==> src/rtl/rv_pkg.sv <==
// Shared RV32I pipeline types: write-back result select, load funct3 codes, WB FSM states.
package rv_pkg;

  typedef enum logic [1:0] {
    WB_ALU  = 2'd0,
    WB_LOAD = 2'd1,
    WB_PC4  = 2'd2
  } wb_sel_e;

  localparam logic [2:0] F3_LB  = 3'b000;
  localparam logic [2:0] F3_LH  = 3'b001;
  localparam logic [2:0] F3_LW  = 3'b010;
  localparam logic [2:0] F3_LBU = 3'b100;
  localparam logic [2:0] F3_LHU = 3'b101;

  typedef enum logic [1:0] {
    IDLE      = 2'd0,
    WAIT_LOAD = 2'd1,
    WRITE     = 2'd2
  } wb_state_e;

endpackage

==> src/rtl/load_aligner.sv <==
// Combinational load alignment: picks byte/halfword/word from an aligned memory word and extends it.
module load_aligner
  import rv_pkg::*;
#(
  parameter int XLEN = 32
) (
  input  logic [XLEN-1:0] rdata_i,
  input  logic [1:0]      off_i,
  input  logic [2:0]      funct3_i,
  output logic [XLEN-1:0] data_o
);

  logic [7:0]  w_byte;
  logic [15:0] w_half;

  always_comb begin
    w_byte = rdata_i[7:0];
    case (off_i)
      2'd0:    w_byte = rdata_i[7:0];
      2'd1:    w_byte = rdata_i[15:8];
      2'd2:    w_byte = rdata_i[23:16];
      default: w_byte = rdata_i[31:24];
    endcase
    // Halfword offset bit 0 is deliberately ignored (misaligned halves fold down).
    w_half = off_i[1] ? rdata_i[31:16] : rdata_i[15:0];
  end

  always_comb begin
    data_o = rdata_i;
    case (funct3_i)
      F3_LB:   data_o = {{24{w_byte[7]}}, w_byte};
      F3_LBU:  data_o = {24'h0, w_byte};
      F3_LH:   data_o = {{16{w_half[15]}}, w_half};
      F3_LHU:  data_o = {16'h0, w_half};
      F3_LW:   data_o = rdata_i;
      default: data_o = rdata_i;
    endcase
  end

endmodule

==> src/rtl/writeback_stage.sv <==
// RV32I write-back stage: waits on load responses, selects the result, issues one RF write per instruction.
// Optional macro WB_INSTRET_EN adds a 64-bit retired-instruction counter on instret_o.
//
// state     | meaning
// IDLE      | nothing pending, ready for MEM
// WAIT_LOAD | load accepted, waiting for dmem_rvalid_i; MEM stalled
// WRITE     | result presented to the register file for one cycle
module writeback_stage
  import rv_pkg::*;
#(
  parameter int XLEN   = 32,
  parameter int REG_AW = 5
) (
  input  logic              clk_i,
  input  logic              rst_i,
  input  logic              MEM_valid_i,
  output logic              MEM_ready_o,
  input  logic              MEM_reg_wr_en_i,
  input  logic [REG_AW-1:0] MEM_rd_i,
  input  logic [1:0]        MEM_wb_sel_i,
  input  logic [XLEN-1:0]   MEM_alu_result_i,
  input  logic [XLEN-1:0]   MEM_pc_plus4_i,
  input  logic [2:0]        MEM_funct3_i,
  input  logic              dmem_rvalid_i,
  input  logic [XLEN-1:0]   dmem_rdata_i,
  output logic              WB_reg_wr_en_o,
  output logic [REG_AW-1:0] WB_rd_o,
  output logic [XLEN-1:0]   WB_wr_data_o,
  output logic              WB_busy_o
`ifdef WB_INSTRET_EN
  ,
  output logic [63:0]       instret_o
`endif
);

  wb_state_e r_state, w_state_nxt;

  logic              w_accept;
  logic              w_is_load;
  logic              w_load_done;
  logic [XLEN-1:0]   w_result;
  logic [XLEN-1:0]   w_load_data;

  logic              r_wr;
  logic [REG_AW-1:0] r_rd;
  logic [XLEN-1:0]   r_data;

  logic              r_ld_wr;
  logic [REG_AW-1:0] r_ld_rd;
  logic [2:0]        r_ld_f3;
  logic [1:0]        r_ld_off;

  assign w_accept    = MEM_valid_i && MEM_ready_o;
  assign w_is_load   = (MEM_wb_sel_i == WB_LOAD);
  assign w_load_done = (r_state == WAIT_LOAD) && dmem_rvalid_i;
  // Reserved select value 3 falls through to the ALU result.
  assign w_result    = (MEM_wb_sel_i == WB_PC4) ? MEM_pc_plus4_i : MEM_alu_result_i;

  load_aligner #(.XLEN(XLEN)) u_load_aligner (
    .rdata_i  (dmem_rdata_i),
    .off_i    (r_ld_off),
    .funct3_i (r_ld_f3),
    .data_o   (w_load_data)
  );

  always_ff @(posedge clk_i or negedge rst_i) begin
    if (!rst_i) begin
      r_state <= IDLE;
    end else begin
      r_state <= w_state_nxt;
    end
  end

  always_comb begin
    w_state_nxt = r_state;
    MEM_ready_o = 1'b1;
    WB_busy_o   = 1'b0;
    case (r_state)
      IDLE, WRITE: begin
        if (w_accept) begin
          w_state_nxt = w_is_load ? WAIT_LOAD : WRITE;
        end else begin
          w_state_nxt = IDLE;
        end
      end
      WAIT_LOAD: begin
        MEM_ready_o = 1'b0;
        WB_busy_o   = 1'b1;
        if (dmem_rvalid_i) begin
          w_state_nxt = WRITE;
        end
      end
      default: w_state_nxt = IDLE;
    endcase
  end

  // Output registers only change when a new result is produced; they hold otherwise.
  always_ff @(posedge clk_i or negedge rst_i) begin
    if (!rst_i) begin
      r_wr     <= 1'b0;
      r_rd     <= '0;
      r_data   <= '0;
      r_ld_wr  <= 1'b0;
      r_ld_rd  <= '0;
      r_ld_f3  <= '0;
      r_ld_off <= '0;
    end else if (w_accept) begin
      r_ld_wr  <= MEM_reg_wr_en_i;
      r_ld_rd  <= MEM_rd_i;
      r_ld_f3  <= MEM_funct3_i;
      r_ld_off <= MEM_alu_result_i[1:0];
      if (!w_is_load) begin
        r_wr   <= MEM_reg_wr_en_i && (MEM_rd_i != '0);
        r_rd   <= MEM_rd_i;
        r_data <= w_result;
      end
    end else if (w_load_done) begin
      r_wr   <= r_ld_wr && (r_ld_rd != '0);
      r_rd   <= r_ld_rd;
      r_data <= w_load_data;
    end
  end

  assign WB_reg_wr_en_o = (r_state == WRITE) && r_wr;
  assign WB_rd_o        = r_rd;
  assign WB_wr_data_o   = r_data;

`ifdef WB_INSTRET_EN
  logic [63:0] r_instret;

  // Every instruction passes through WRITE exactly once, including suppressed writes.
  always_ff @(posedge clk_i or negedge rst_i) begin
    if (!rst_i) begin
      r_instret <= '0;
    end else if (r_state == WRITE) begin
      r_instret <= r_instret + 64'd1;
    end
  end

  assign instret_o = r_instret;
`endif

endmodule

==> config.mk <==
export PLATFORM = sky130hd
export DESIGN_NAME = writeback_stage
export DESIGN_NICKNAME = d
export VERILOG_FILES = /design/src/rtl/rv_pkg.sv /design/src/rtl/load_aligner.sv /design/src/rtl/writeback_stage.sv
export SDC_FILE = /design/constraint.sdc
export NUM_CORES = 1
export LEC_CHECK = 0
export CAP_MARGIN = 20
export CORE_MARGIN = 4
export CORE_UTILIZATION = 38
export CTS_CLUSTER_DIAMETER = 30
export DETAILED_ROUTE_END_ITERATION = 8
export PLACE_DENSITY = 0.75
export SETUP_SLACK_MARGIN = 0.15
export SYNTH_ARGS = -nofsm -noshare
export SYNTH_HDL_FRONTEND = slang
export SYNTH_SLANG_ARGS = --single-unit
export TNS_END_PERCENT = 5
==> constraint.sdc <==
create_clock -name clk_i -period 4.63 [get_ports clk_i]
set_input_delay 0.926 -clock clk_i [delete_from_list [all_inputs] [get_ports clk_i]]
set_output_delay 0.926 -clock clk_i [all_outputs]
set_load 0.005 [all_outputs]
==> flow_metrics.tcl <==
set metrics [dict create \
    max_freq_mhz 326.7 \
    wl_per_cell_um 18.24 \
    synth_compound_area_frac 0.2245 \
    fin_cells 574 \
    synth_area_per_cell_um2 9.768 \
    fp.coreArea_um2 8258 \
    route.detailed.drc 0 \
    clk_latency_ns 0.32 \
    post_cts_buffers 0 \
    synth_flop_cell "dfrtp_1" \
    critPathRequiredTime_ns 4.81 \
    whs_ns 0.4906 \
    cts_buffers 5 \
    drive_above_1_share 0.1130 \
    initial_utilization 0.3915 \
    min_period_ns 3.061 \
    yosys_warnings 0 \
    hpwl_mm 8.000 \
    startpoint_type "input port" \
    netlist_instances 331 \
    synth.yosys.seq_area_share 0.3947 \
    synth_area_leader_cell "dfrtp_1" \
    finish.utilization 0.5915 \
    die_x_um 100.2 \
    ys_top_cells_by_count "dfrtp_1, nand2_1, mux2i_1, nor2b_1, nor2_1" \
    placed_cells 565 \
    multi_input_area_um2 1787 \
    async_flop_share 1.000 \
    cts_resized 0 \
    ys_types 43 \
    hold_violations 0 \
    tritoncts "yes" \
    ff_latch_area_um2 1276 \
    portBuffers 150 \
    slew_headroom 0.3396 \
    viasPerCell 5.427 \
    finClkSkew_ns 0.02032 \
    drt-total-wl_mm 10.47 \
    preCtsSetupSlack_ns 1.243 \
    clk_path_buf_depth 2 \
    drt_iter0_drc 103 \
    grt_max_degree 52 \
    routabilityCongestion 0.8086 \
    fillers 738 \
    grt_pass1_wl_mm 16.93 \
    antenna_cells 0 \
    dr.pass1.iters 4 \
    setup-tns-final_ns 0 \
    cts_sinks 51 \
    placed_cell_area_um2 4773 \
    ys_ff_latch 51 \
    h-tree-depth 2 \
    worstSetupPathType "input port to flip-flop" \
    cts_root_buffer "clkbuf_8" \
    endpoint_kind "flip-flop" \
    grtUsageTotal 0.2094 \
    max-cap-violations 0 \
    fin_ws_ns 1.569 \
    rows 33 \
    die_h_um 100.2 \
    cp_max_fo 26 \
    cts.clk_slew.worst_paths_ns 0.10 \
    gr-total-overflow 0 \
    cts-hold-fix-buffers 0 \
    crit_arrival_ns 3.24 \
    num_io_pins 151 \
    synth_top_family_by_area "compound AO/OA/AOI/OAI gates" \
    first_global_vias 3309 \
    die-area_um2 10050 \
    tightest_slew_ns 0.9906 \
    synth_edf_count 0 \
    vdd_ir_drop_max_mv 0.1720 \
    synth_top_area_frac 0.3947 \
    synth_most_common_cell "dfrtp_1" \
    synthAdderAreaFrac 0 \
    fin_nets 579 \
    synth-xor-area-share 0 \
    min_path_type "flip-flop to flip-flop" \
    detail-route-antenna-nets 0 \
    synth_nets 442 \
    synthTopCellsByArea "dfrtp_1, mux2i_1, mux2_2, nand2_1, nor2b_1" \
    yosys.area_share.simple 0.1753 \
    status "completed" \
    vias 3115 \
    cellPowerDensity_nw_per_um2 285.9 \
    slew_violations 0 \
    total_leakage_power_nw 1.983 \
    design_area_um2 4885 \
    synth_area_um2 3233 \
    period_share 0.6611 \
    power_mw 1.397 \
    synthMuxAreaShare 0.1478 \
    finalSetupViolCount 0 \
    rsz0062_at_grt "no" \
    antenna_found_initial 0 \
    syn2layout_area_growth_pct 51.08 \
]
## area by class of cell
type | count | share of cell area
clock buffer | 5 | 0.01409
clock inverter | 3 | 0.004611
inverter | 10 | 0.007684
multi-input combinational | 243 | 0.3658
sequential | 51 | 0.2613
tap | 105 | 0.02690
timing repair buffer | 157 | 0.3197
## state kept, by name (all words and copies together) (netlist names)
name	flops
WB_wr_data_o	32
WB_rd_o	5
r_ld_rd	5
r_ld_f3	3
r_ld_off	2
r_state	2
r_ld_wr	1
r_wr	1
## report_power, final
part / total [mW] / internal (mW) / leakage, nW / switching [mW]
registers: 0.599 / 0.529 / 0.595 / 0.0699
clock network: 0.270 / 0.109 / 0.0485 / 0.162
logic: 0.527 / 0.324 / 1.34 / 0.203
## layer usage
| layer | vias to the layer above | GRT usage | wire (um) |
|---|---|---|---|
| met3 | 10 | 0.06046 | 1014 |
| met5 | - | 0 | 0 |
| li1 | 1500 | - | - |
| met4 | 0 | 0.03212 | 87 |
| met1 | 1483 | 0.2666 | 4255 |
| met2 | 122 | 0.3598 | 5113 |
## placed cells by master (no fill, tap or decap), types with 2 or more instances in the layout
cell / Yosys / final
clkdlybuf4s50_1: 0 / 149
dfrtp_1: 51 / 51
nand2_1: 46 / 46
mux2i_1: 23 / 23
nor2_1: 22 / 22
nor2b_1: 23 / 22
mux2_2: 20 / 20
a2111oi_0: 16 / 16
inv_1: 10 / 10
a211oi_2: 10 / 10
a211oi_1: 9 / 9
a221oi_1: 8 / 8
nor3_1: 8 / 8
a211o_1: 8 / 8
o21ai_0: 7 / 7
buf_4: 0 / 6
nand2b_1: 5 / 5
clkbuf_8: 0 / 5
o211ai_1: 3 / 3
nand3_1: 3 / 3
a22oi_1: 3 / 3
and3_1: 3 / 3
nor3b_1: 3 / 3
o41ai_1: 3 / 3
or4_1: 2 / 2
a31oi_1: 2 / 2
## worst max-delay path: stages
cell and delay (ns):
clkdlybuf4s50_1 0.73, nor2b_4 0.59, buf_4 0.39, nor2b_1 0.08
a2111oi_0 0.42, a211oi_1 0.08
## worst paths after layout
check / from / to / slack, ns / depth (start not counted)
min reg2reg: WB_wr_data_o[2] / WB_wr_data_o[2] / 0.49 / 2
min: WB_wr_data_o[2] / WB_wr_data_o[2] / 0.49 / 2
max in group asynchronous: rst_i / r_ld_f3[2] / 3.46 / 2
max: MEM_wb_sel_i[1] / WB_wr_data_o[31] / 1.57 / 6
max reg2reg: r_ld_f3[1] / WB_wr_data_o[0] / 2.20 / 4
min in group asynchronous: rst_i / WB_wr_data_o[5] / 0.72 / 2
## cells by family after synthesis
kind of cell	Yosys count
AOI/OAI and AO/OA	81
buffers and inverters	37
DFF	51
muxes	44
and+or+nand+nor	118
Note: power is estimated with default switching activity, not from simulation.
